===== src/rtl/otter_csr_pkg.sv =====
// ----------------------------------------------------------------------------
// otter_csr_pkg
// Shared definitions for the OTTER machine-mode CSR file and interrupt
// controller: CSR addresses, mstatus bit positions and the offset at which
// interrupt channels appear in mie/mip/mcause.
// ----------------------------------------------------------------------------
package otter_csr_pkg;

    typedef logic [11:0] csr_addr_t;

    localparam csr_addr_t CSR_MSTATUS = 12'h300;
    localparam csr_addr_t CSR_MIE     = 12'h304;
    localparam csr_addr_t CSR_MTVEC   = 12'h305;
    localparam csr_addr_t CSR_MEPC    = 12'h341;
    localparam csr_addr_t CSR_MCAUSE  = 12'h342;
    localparam csr_addr_t CSR_MIP     = 12'h344;

    localparam int MSTATUS_MIE    = 3;
    localparam int MSTATUS_MPIE   = 7;

    // Channel i is reported as cause 16+i and sits at bit 16+i of mie/mip.
    localparam int IRQ_CAUSE_BASE = 16;
    localparam int IRQ_FIELD_OFS  = 16;

    // Enough bits to name any of up to 16 channels.
    localparam int IRQ_ID_W       = 4;

endpackage


===== src/rtl/irq_sync.sv =====
// ----------------------------------------------------------------------------
// irq_sync
// Brings one asynchronous interrupt line into the clock domain and detects
// its rising edge.
//   i_clk      system clock
//   i_rst      asynchronous active-high reset
//   i_d        raw interrupt line
//   o_q_level  synchronised level, delayed one flop past the chain
//   o_q_rise   one-cycle pulse on a synchronised rising edge,
//              time-aligned with o_q_level going high
// ----------------------------------------------------------------------------
module irq_sync #(
    parameter int SYNC_STAGES = 2
) (
    input  logic i_clk,
    input  logic i_rst,
    input  logic i_d,
    output logic o_q_level,
    output logic o_q_rise
);

    logic [SYNC_STAGES-1:0] r_sync;
    logic                   r_prev;
    logic                   r_rise;

    // Synchroniser chain, one extra flop holding the previous synchronised
    // value, and a registered edge pulse so that level and edge outputs
    // change on the same clock.
    always_ff @(posedge i_clk or posedge i_rst) begin
        if (i_rst) begin
            r_sync <= '0;
            r_prev <= 1'b0;
            r_rise <= 1'b0;
        end else begin
            r_sync <= {r_sync[SYNC_STAGES-2:0], i_d};
            r_prev <= r_sync[SYNC_STAGES-1];
            r_rise <= r_sync[SYNC_STAGES-1] & ~r_prev;
        end
    end

    assign o_q_level = r_prev;
    assign o_q_rise  = r_rise;

endmodule


===== src/rtl/otter_csr_intc.sv =====
// ----------------------------------------------------------------------------
// otter_csr_intc
// Machine-mode CSR file and multi-channel interrupt controller for the OTTER.
// Raw IRQ lines are synchronised, latched (edge channels) or followed (level
// channels), masked by mie and mstatus.MIE, and the lowest-numbered active
// channel is reported to the control unit through o_intr.
//   i_clk / i_rst        clock, asynchronous active-high reset
//   i_irq                raw interrupt requests, one per channel
//   i_pc                 PC of the instruction being interrupted
//   i_int_taken          trap entry pulse from the control unit
//   i_mret_exec          mret pulse from the control unit
//   i_csr_addr/we/wd     CSR access from the datapath
//   o_csr_rd             CSR read data (combinational on i_csr_addr)
//   o_intr               interrupt request to the control unit
//   o_mtvec / o_mepc     trap vector and return address to the PC mux
// ----------------------------------------------------------------------------
module otter_csr_intc
    import otter_csr_pkg::*;
#(
    parameter int                   XLEN        = 32,
    parameter int                   NUM_IRQ     = 4,
    parameter int                   SYNC_STAGES = 2,
    parameter logic [NUM_IRQ-1:0]   EDGE_MASK   = '1,
    parameter logic [XLEN-1:0]      MTVEC_RST   = '0
) (
    input  logic                i_clk,
    input  logic                i_rst,
    input  logic [NUM_IRQ-1:0]  i_irq,
    input  logic [XLEN-1:0]     i_pc,
    input  logic                i_int_taken,
    input  logic                i_mret_exec,
    input  csr_addr_t           i_csr_addr,
    input  logic                i_csr_we,
    input  logic [XLEN-1:0]     i_csr_wd,
    output logic [XLEN-1:0]     o_csr_rd,
    output logic                o_intr,
    output logic [XLEN-1:0]     o_mtvec,
    output logic [XLEN-1:0]     o_mepc
);

    // Only direct-mode vectors and word-aligned return addresses exist.
    localparam logic [XLEN-1:0] ALIGN_MASK = {{(XLEN-2){1'b1}}, 2'b00};
    localparam logic [XLEN-1:0] MTVEC_INIT = MTVEC_RST & ALIGN_MASK;

    logic                   r_mstatus_mie;
    logic                   r_mstatus_mpie;
    logic [NUM_IRQ-1:0]     r_mie_en;
    logic [NUM_IRQ-1:0]     r_pending;
    logic [XLEN-1:0]        r_mtvec;
    logic [XLEN-1:0]        r_mepc;
    logic [XLEN-1:0]        r_mcause;

    logic [NUM_IRQ-1:0]     w_level;
    logic [NUM_IRQ-1:0]     w_rise;
    logic [NUM_IRQ-1:0]     w_active;
    logic [NUM_IRQ-1:0]     w_pending_next;
    logic [IRQ_ID_W-1:0]    w_id;
    logic                   w_take_irq;
    logic [XLEN-1:0]        w_cause;
    logic                   w_wr_mstatus;
    logic                   w_wr_mie;
    logic                   w_wr_mtvec;
    logic                   w_wr_mepc;
    logic                   w_wr_mcause;

    for (genvar g = 0; g < NUM_IRQ; g++) begin : g_sync
        irq_sync #(
            .SYNC_STAGES (SYNC_STAGES)
        ) u_sync (
            .i_clk     (i_clk),
            .i_rst     (i_rst),
            .i_d       (i_irq[g]),
            .o_q_level (w_level[g]),
            .o_q_rise  (w_rise[g])
        );
    end

    // Priority encoder: scanning downwards lets the lowest active index
    // overwrite any higher one.
    always_comb begin
        w_active = r_pending & r_mie_en;
        w_id     = '0;
        for (int i = NUM_IRQ - 1; i >= 0; i--) begin
            if (w_active[i]) begin
                w_id = IRQ_ID_W'(i);
            end
        end
    end

    assign o_intr     = r_mstatus_mie & (|w_active);
    assign w_take_irq = i_int_taken & o_intr;
    assign w_cause    = {1'b1, (XLEN-1)'(IRQ_CAUSE_BASE) + (XLEN-1)'(w_id)};

    assign w_wr_mstatus = i_csr_we && (i_csr_addr == CSR_MSTATUS);
    assign w_wr_mie     = i_csr_we && (i_csr_addr == CSR_MIE);
    assign w_wr_mtvec   = i_csr_we && (i_csr_addr == CSR_MTVEC);
    assign w_wr_mepc    = i_csr_we && (i_csr_addr == CSR_MEPC);
    assign w_wr_mcause  = i_csr_we && (i_csr_addr == CSR_MCAUSE);

    // Next pending vector. Edge channels latch until serviced, and a new
    // edge arriving in the same cycle as the service keeps the bit set.
    // Level channels simply follow the synchronised line.
    always_comb begin
        w_pending_next = '0;
        for (int i = 0; i < NUM_IRQ; i++) begin
            if (EDGE_MASK[i]) begin
                w_pending_next[i] = w_rise[i] |
                    (r_pending[i] & ~(w_take_irq && (int'(w_id) == i)));
            end else begin
                w_pending_next[i] = w_level[i];
            end
        end
    end

    always_ff @(posedge i_clk or posedge i_rst) begin
        if (i_rst) begin
            r_pending <= '0;
        end else begin
            r_pending <= w_pending_next;
        end
    end

    // mstatus: trap entry outranks mret, which outranks a software write.
    always_ff @(posedge i_clk or posedge i_rst) begin
        if (i_rst) begin
            r_mstatus_mie  <= 1'b0;
            r_mstatus_mpie <= 1'b0;
        end else if (i_int_taken) begin
            r_mstatus_mpie <= r_mstatus_mie;
            r_mstatus_mie  <= 1'b0;
        end else if (i_mret_exec) begin
            r_mstatus_mie  <= r_mstatus_mpie;
            r_mstatus_mpie <= 1'b1;
        end else if (w_wr_mstatus) begin
            r_mstatus_mie  <= i_csr_wd[MSTATUS_MIE];
            r_mstatus_mpie <= i_csr_wd[MSTATUS_MPIE];
        end
    end

    // Remaining CSRs. mepc is captured on every trap entry, but mcause only
    // when a real interrupt was being requested; otherwise a software write
    // to mcause in that cycle still lands.
    always_ff @(posedge i_clk or posedge i_rst) begin
        if (i_rst) begin
            r_mie_en <= '0;
            r_mtvec  <= MTVEC_INIT;
            r_mepc   <= '0;
            r_mcause <= '0;
        end else begin
            if (w_wr_mie) begin
                r_mie_en <= i_csr_wd[IRQ_FIELD_OFS +: NUM_IRQ];
            end
            if (w_wr_mtvec) begin
                r_mtvec <= i_csr_wd & ALIGN_MASK;
            end
            if (i_int_taken) begin
                r_mepc <= i_pc & ALIGN_MASK;
            end else if (w_wr_mepc) begin
                r_mepc <= i_csr_wd & ALIGN_MASK;
            end
            if (w_take_irq) begin
                r_mcause <= w_cause;
            end else if (w_wr_mcause) begin
                r_mcause <= i_csr_wd;
            end
        end
    end

    // Read mux shows stored values only; a write in flight is not bypassed.
    always_comb begin
        o_csr_rd = '0;
        case (i_csr_addr)
            CSR_MSTATUS: begin
                o_csr_rd[MSTATUS_MIE]  = r_mstatus_mie;
                o_csr_rd[MSTATUS_MPIE] = r_mstatus_mpie;
            end
            CSR_MIE:     o_csr_rd[IRQ_FIELD_OFS +: NUM_IRQ] = r_mie_en;
            CSR_MTVEC:   o_csr_rd = r_mtvec;
            CSR_MEPC:    o_csr_rd = r_mepc;
            CSR_MCAUSE:  o_csr_rd = r_mcause;
            CSR_MIP:     o_csr_rd[IRQ_FIELD_OFS +: NUM_IRQ] = r_pending;
            default:     o_csr_rd = '0;
        endcase
    end

    assign o_mtvec = r_mtvec;
    assign o_mepc  = r_mepc;

endmodule

===== config.mk =====
export PLATFORM = sky130hd
export DESIGN_NAME = otter_csr_intc
export DESIGN_NICKNAME = d
export VERILOG_FILES = /design/src/rtl/otter_csr_pkg.sv /design/src/rtl/irq_sync.sv /design/src/rtl/otter_csr_intc.sv
export SDC_FILE = /design/constraint.sdc
export NUM_CORES = 1
export LEC_CHECK = 0
export BUFFER_PORTS_ARGS = -buffer_cell sky130_fd_sc_hd__buf_2
export CORE_ASPECT_RATIO = 0.5
export CORE_MARGIN = 8
export CORE_UTILIZATION = 25
export CTS_CLUSTER_DIAMETER = 50
export DETAILED_ROUTE_END_ITERATION = 6
export PLACE_DENSITY = 0.46
export SLEW_MARGIN = 15
export SYNTH_ARGS = -nofsm -noshare
export SYNTH_HDL_FRONTEND = slang
export SYNTH_SLANG_ARGS = --single-unit

===== constraint.sdc =====
create_clock -name i_clk -period 3.6 [get_ports i_clk]
set_clock_uncertainty 0.2 [all_clocks]
set_input_delay 0 -clock i_clk [delete_from_list [all_inputs] [get_ports i_clk]]
set_output_delay 0 -clock i_clk [all_outputs]
set_load 0.01 [all_outputs]

Word level (Yosys, flattened, before mapping) --
Index checks and enable logic that the tools add are counted.
Cells by class: $add $sub $neg 1, multiply operators 0, div/mod/pow operators 0, magnitude comparators 0, eq/ne operators 9, shifts and indexed selects 0, mux-type cells 21, bitwise logic cells 23, reductions and logical operators 14
Operators with widths (number):
- $mux 32 | 4
- $eq 12x10->1 const B | 6
- $pmux 12 s3 | 1
- $pmux 8 s3 | 1
- $pmux 4 s5 | 1
- $pmux 3 s3 | 2
- $and 1x1->1 | 10
- $logic_and 1x1->1 | 9
- $eq 4x3->1 const B | 2
- $mux 2 | 4
- $not 1->1 | 8
- $pmux 1 s4 | 2
- $add 5x4->6 const A | 1
- $mux 1 | 6
- $and 4x4->4 | 1
- $eq 4x2->1 const B | 1
- $logic_not 4->1 | 1
- $or 1x1->1 | 4
- $reduce_bool 2->1 | 2
- $reduce_or 4->1 | 1
- $reduce_bool 3->1 | 1
Storage, ports and cells: register bits 120, latch bits 0, RAM bits 0, memory bits (read-only) 0, input bits 85, output and inout port bits 97, word-level logic and storage cells 87, memories kept 0

Logic depth before layout (Yosys ltp) --
Gate-level depths: netlist (run 1).
word-level depth 10, mapped depth 7

Modules after synthesis --
A second synthesis (run 1) with hierarchy kept.
Unflattened totals: cells, all modules 518, area total of the unflattened synthesis 5791.8 µm²
Modules (own cells, without submodules):
- otter_csr_intc | times used 1, cells each 494, area an instance 5321.4 µm²
- irq_sync | times used 4, cells each 6, area an instance 117.6 µm²

Worst setup path after synthesis (run 1) --
No wires, ideal clock.
path kind input to register, start input port i_csr_addr[11], end register r_mepc[21], in the netlist o_mepc[21], library setup time 0.125 ns, data arrival time 1.810 ns, required time 3.275 ns, slack 1.465 ns, stages 6, path through or4b_1 > buf_2 > nor4b_4 > buf_6 > mux2_2 > mux2_2
Between the ends: word-level cells in the longest chain between the ends 3
RTL lines:
- start, declared | RTL line otter_csr_intc.sv:32 | input csr_addr_t i_csr_addr,
- $eq 12x10->1 | RTL line otter_csr_intc.sv:97 | assign w_wr_mepc = i_csr_we && (i_csr_addr == CSR_MEPC);
- $logic_and 1x1->1 | RTL line otter_csr_intc.sv:97
- $reduce_bool 2->1 (no source line)
- end signal, assigned | RTL line otter_csr_intc.sv:157 | r_mepc <= i_pc & ALIGN_MASK;
- end signal, assigned | RTL line otter_csr_intc.sv:159 | r_mepc <= i_csr_wd & ALIGN_MASK;
- end, declared | RTL line otter_csr_intc.sv:50 | logic [XLEN-1:0] r_mepc;
Every way passes these cells. A chain may end at the register's enable or synchronous reset.

Final worst setup path (run 1) --
start input port i_csr_addr[11], end register r_mepc[3], in the netlist o_mepc[3]
Same word-level chain as after synthesis.

==> results.toml, run 1 <==
[worst_setup_path]
reg2reg_to = "o_mepc[7]"
crit_chain = "buf_2 -> or4b_1 -> nor4b_4 -> buf_12 -> mux2_2 -> mux2_2 -> dlygate4sd3_1"
critPathMaxStageDelay_ns = 0.77
reg2reg_depth = 3
cp.arrival_ns = 2.90
required_ns = 3.68
crit_slowest_cell = "or4b_1"
timing.rr.start = "o_mepc[7]"
crit_fanout = 26
reg2reg_slack_ns = 1.77
crit_top_cell = "mux2_2"
criticalPathCategory = "in2reg"
end_kind = "register"
startpoint_type = "input port"

[min_path]
worstHoldStart = "i_irq[2]"
hold_class = "in2reg"
hold_end = "g_sync[2].u_sync.r_sync[0]"
holdPathStages = 2

[clock_network]
cts_sinks = 118
cts_tree = "built"
post_cts_buffers = 0
cts-root-buf = "clkbuf_16"
path_clk_slew_ns = 0.06
ctsResizeCount = 0
clock_latency_ns = 0.41
htreeDepth = 4
cts_buffer_depth = 2
cts-buffers-inserted = 17

[place]
gp_congestion = 0.769
dp_cells = 1000
io_buffers = 175
dp.final_hpwl_um = 13400

[global_routing]
antenna_found_initial = 0
grt_pass1_vias = 5460
grt_overflow_total = 0
grt_max_degree = 61
grt_pass1_wl_um = 30900
gr-usage-all-layers_pct = 13.9

[layout]
syn_to_final_growth_pct = 48.6
nets = 896
mostFrequentLayoutCell = "buf_2"
fillCellCount = 2268
antenna_cells = 0
multiInputGateArea_um2 = 2610
seq_area_um2 = 2950
final_cell_mix = "175 x buf_2, 118 x dfrtp_1, 109 x nand2_1"
final_cells = 1131
fin_util_pct = 37.6
drive_gt1_share_pct = 38.8

[timing]
timing.fmax_mhz = 355
slew-limit-headroom_pct = 41.0
post-route-period-util_pct = 78.2
slew_viol_final = 0
setup_viol = 0
worst_pin_slew_ns = 0.878
period_needed_ns = 2.82
finalSetupTns_ns = 0
grt_setup_unrepaired = "false"
hold_viol_final = 0

[pwr]
vdd_drop_max_uv = 292
leakagePower_uw = 0.00401
powerDensity_nw_per_um2 = 406

[yosys]
ys_seq_area_share_pct = 51.5
syn_avg_cell_area_um2 = 10.7
synth_edf_count = 0
syn-cell-area_um2 = 5730
syn-instance-count = 538
synth_seq_cells = 118
synth_ff_type = "dfrtp_1"
ys_types = 41
yosysWarnings = 0
async_reset_ff_share_pct = 100

[detailed_routing]
via_per_inst = 4.51
remaining_drc_errors = 0
drt_iter0_drc = 202
vias = 5104
first_pass_iters = 4
drt-total-wl_um = 20000
wire_per_inst_um = 17.7
ant_nets = 0

[status]
status = "finished clean"

[die]
die_y_um = 123
dieArea_um2 = 28300
start_util_pct = 25.3
die_x_um = 230
core_um2 = 22700
boundaryPins = 182
std_cell_rows = 39

[flow_run]
maxCapViolations = 0
## per-stage QoR
step / power (µW) / setup WS [ns] / cell area [µm²] / hold slack, ns
2_1_floorplan: 1580 / 0.271 / 5750 / -0.169
5_1_grt: 3620 / 0.676 / 8520 / 0.0147
6_report: 3460 / 0.785 / 8520 / 0.0288
4_1_cts: 3520 / 0.796 / 8520 / 0.00623
3_5_place_dp: 1720 / 0.903 / 6960 / -0.0897
3_3_place_gp: 1720 / 0.937 / 6960 / -0.0914
## sequential cells by signal (all words and copies together), names as in the netlist
register	cells
r_pending	4
g_sync.u_sync.o_q_level	4
r_mstatus_mie	1
r_mstatus_mpie	1
r_mie_en	4
o_mepc	30
o_mtvec	30
g_sync.u_sync.o_q_rise	4
g_sync.u_sync.r_sync	8
r_mcause	32
## synthesized netlist by cell type, types with 2 or more instances
cell type | count | area [µm²]
dfrtp_1 | 118 | 2950
nand2_1 | 109 | 409
mux2_2 | 91 | 1020
nand3_1 | 64 | 320
a21oi_1 | 31 | 155
clkbuf_1 | 17 | 63.8
buf_2 | 13 | 65.1
a22oi_1 | 8 | 60.1
nor2_1 | 7 | 26.3
mux2i_1 | 6 | 60.1
nand3b_1 | 6 | 45.0
nor2b_1 | 6 | 37.5
and2_1 | 5 | 31.3
mux2_1 | 5 | 56.3
nand2b_1 | 5 | 31.3
a21o_1 | 4 | 30.0
buf_4 | 4 | 30.0
o21ai_0 | 4 | 20.0
buf_6 | 3 | 33.8
o211ai_1 | 3 | 22.5
and3b_1 | 2 | 17.5
inv_1 | 2 | 7.51
nor3_1 | 2 | 10.0
nor3b_1 | 2 | 15.0
nor4_2 | 2 | 25.0
o2bb2ai_1 | 2 | 17.5
o32ai_1 | 2 | 17.5
or4b_1 | 2 | 20.0
## where the power goes
part	switching (µW)	total [µW]	internal [µW]
sequential	35.8	1410	1380
clock	695	1660	966
combinational	167	388	222
## worst max-delay path by stage
stage                   startpoint                          to  slack (ns)  cells past startpoint
CTS                 i_csr_addr[11]                   o_mepc[6]        0.80                      7
global placement    i_csr_addr[11]                   o_mepc[5]        0.94                      6
finish              i_csr_addr[11]                   o_mepc[3]        0.78                      7
global route        i_csr_addr[11]                   o_mepc[3]        0.68                      7
detailed placement  i_csr_addr[11]                   o_mepc[6]        0.90                      6
floorplan                    i_rst  g_sync[0].u_sync.o_q_level        0.27                      1
## kinds of logic after synthesis
family / count (synthesis) / synth area share [%]
other: 1 / 0.0654
DFF: 118 / 51.5
buffers and inverters: 39 / 3.49
AOI/OAI and AO/OA: 57 / 6.09
and+or+nand+nor: 221 / 19.0
muxes: 102 / 19.9
## critical path, delay by kind of cell
family,cells,cell delay [ns]
multiplexers,2,0.61
AND/OR/NAND/NOR,2,1.34
buffers and inverters,3,0.93
## metal layers
metal / routed length [µm] / track usage (%)
met1: 8760 / 16.9
met2: 10400 / 24.5
met3: 486 / 2.63
met4: 427 / 5.55
met5: 0 / 0
## area by class of cell
cell class / count / share of cell area, %
Clock buffer: 17 / 4.99
Clock inverter: 15 / 1.70
Inverter: 2 / 0.117
Multi-Input combinational cell: 384 / 30.6
Sequential cell: 118 / 34.7
Tap cell: 307 / 4.51
Timing Repair Buffer: 288 / 23.4
## timing repair
item                       in CTS  in global routing
hold buffers                   99                  0
hold endpoints to repair      160                  0
setup endpoints to repair       0                  0
No activity file was read; power rests on OpenSTA's default activity.
==> run 2: changes to the inputs <==
--- a/config.mk
+++ b/config.mk
@@ -11,7 +11,7 @@
 export CORE_UTILIZATION = 25
 export CTS_CLUSTER_DIAMETER = 50
 export DETAILED_ROUTE_END_ITERATION = 6
-export PLACE_DENSITY = 0.46
+export PLACE_DENSITY = 0.44
 export SLEW_MARGIN = 15
 export SYNTH_ARGS = -nofsm -noshare
 export SYNTH_HDL_FRONTEND = slang
==> constraint.sdc (replaced) <==
create_clock -name i_clk -period 2.7 [get_ports i_clk]
set_clock_uncertainty 0.2 [all_clocks]
set_input_delay 0 -clock i_clk [delete_from_list [all_inputs] [get_ports i_clk]]
set_output_delay 0 -clock i_clk [all_outputs]
set_load 0.01 [all_outputs]
==> results.toml, run 2 (same netlist as run 1, synthesis figures left out) <==
[detailed_routing]
wire_per_inst_um = 17.8
via_per_inst = 4.51
first_pass_iters = 4
drt_iter0_drc = 210
vias = 5178
remaining_drc_errors = 0
drt-total-wl_um = 20500
ant_nets = 0

[worst_setup_path]
crit_chain = "dlygate4sd3_1 -> clkbuf_4 -> and3b_2 -> nor4b_4 -> buf_6 -> buf_12 -> mux2_2 -> mux2_2 -> dlygate4sd3_1"
path_buf_inv = 5
startpoint_type = "input port"
critPathMaxStageDelay_ns = 0.56
timing.rr.start = "r_pending[3]"
startpoint = "i_csr_addr[2]"
crit_fanout = 15
criticalPathCategory = "in2reg"
crit_family = "buffers and inverters"
reg2reg_depth = 4
reg2reg_slack_ns = 0.69
reg2reg_to = "r_mcause[1]"
cp.depth = 9
crit_slowest_cell = "dlygate4sd3_1"
end_kind = "register"
cp.arrival_ns = 2.75
required_ns = 2.80
cp-endpoint = "o_mepc[16]"

[timing]
slew-limit-headroom_pct = 31.0
post-route-period-util_pct = 98.5
timing.hold.ws_ns = 0.0216
timing.fmax_mhz = 376
finalSetupTns_ns = 0
period_needed_ns = 2.66
setup_viol = 0
slew_viol_final = 0
grt_setup_unrepaired = "false"
worst_pin_slew_ns = 1.03
hold_viol_final = 0

[place]
io_buffers = 175
dp.final_hpwl_um = 13800
dp_cells = 1008
gp_congestion = 0.766

[layout]
largest_reg_flops = 32
drive_gt1_share_pct = 39.7
mostFrequentLayoutCell = "buf_2"
regMostFlops = "r_mcause"
final_cell_mix = "174 x buf_2, 118 x dfrtp_1, 109 x nand2_1"
syn_to_final_growth_pct = 54.0
final_cells = 1149
nets = 913

[min_path]
hold_class = "in2reg"

[clock_network]
cts_tree = "built"
cts_buffer_depth = 2
cts-buffers-inserted = 17
htreeDepth = 4
cts_sinks = 118
clock_latency_ns = 0.41
path_clk_slew_ns = 0.06
cts-root-buf = "clkbuf_16"

[global_routing]
gr-usage-all-layers_pct = 14.2
grt_max_degree = 49
grt_pass1_wl_um = 31400
grt_pass1_vias = 5615
grt_overflow_total = 0
antenna_found_initial = 0

[pwr]
powerDensity_nw_per_um2 = 578
leakagePower_uw = 0.00416
vdd_drop_max_uv = 374

[status]
status = "finished clean"

[die]
std_cell_rows = 39
boundaryPins = 182
die_y_um = 123
dieArea_um2 = 28300
die_x_um = 230
start_util_pct = 25.3
core_um2 = 22700

[flow_run]
maxCapViolations = 0
-- run 2: cell count changes in the layout (fill, tap and decap cells not counted), sizes merged --
| cell | previous run | this run |
|---|---|---|
| buf | 189 | 199 |
| bufinv | 1 | 6 |
| clkbuf | 17 | 21 |
| clkinv | 6 | 2 |
| diode | 0 | 1 |
| dlygate4sd3 | 99 | 104 |
| inv | 8 | 5 |
-- run 2: how the worst min path moves through the flow --
stage | startpoint | end | slack (ns) | cells past startpoint
floorplan | i_irq[0] | g_sync[0].u_sync.r_sync[0] | -0.17 | 0
global placement | i_rst | o_mepc[24] | -0.18 | 2
detailed placement | i_rst | o_mepc[24] | -0.18 | 2
CTS | i_irq[3] | g_sync[3].u_sync.r_sync[0] | 0.001 | 2
global route | i_irq[3] | g_sync[3].u_sync.r_sync[0] | 0.02 | 2
finish | i_irq[3] | g_sync[3].u_sync.r_sync[0] | 0.02 | 2
-- run 2: area by class of cell --
class,count,area [µm²]
Multi-Input combinational cell,384,2610
Tap cell,307,384
Fill cell,2278,13900
Timing Repair Buffer,305,2180
Inverter,2,11.3
Antenna cell,1,2.50
Clock buffer,19,453
Clock inverter,13,240
Sequential cell,118,2950
-- run 2: what timing repair did --
action                     4_1_cts  5_1_grt
hold buffers                   104        0
buffers inserted                 0        2
setup endpoints to repair        0       29
hold endpoints to repair       221        0
gates resized for setup          0        6
-- run 2: metal layers --
layer / vias up / wire length (µm) / GRT usage [%] / part of all wire (%)
met1: 2587 / 8840 / 16.9 / 43
li1: 2469 / - / - / -
met3: 33 / 642 / 2.95 / 3.1
met5: - / 0 / 0 / 0
met2: 89 / 10500 / 25.2 / 51
met4: 0 / 507 / 5.47 / 2.5
-- run 2: metrics by stage --
| step | setup slack [ns] | total power, µW | util, % | instance area, µm² |
|---|---|---|---|---|
| after global placement | 0.321 | 2300 | 31.0 | 7040 |
| after floorplan | 0.565 | 2110 | - | 5750 |
| after global routing | 0.0103 | 5310 | 38.9 | 8830 |
| final | 0.0410 | 5100 | 38.9 | 8830 |
| after detailed placement | 0.312 | 2300 | 31.0 | 7040 |
| after CTS | 0.0731 | 5180 | 38.6 | 8770 |
-- run 2: power breakdown --
| part | switching, µW | internal [µW] |
|---|---|---|
| logic | 224 | 307 |
| registers | 48.8 | 1840 |
| clock network | 890 | 1800 |
| total | 1160 | 3940 |
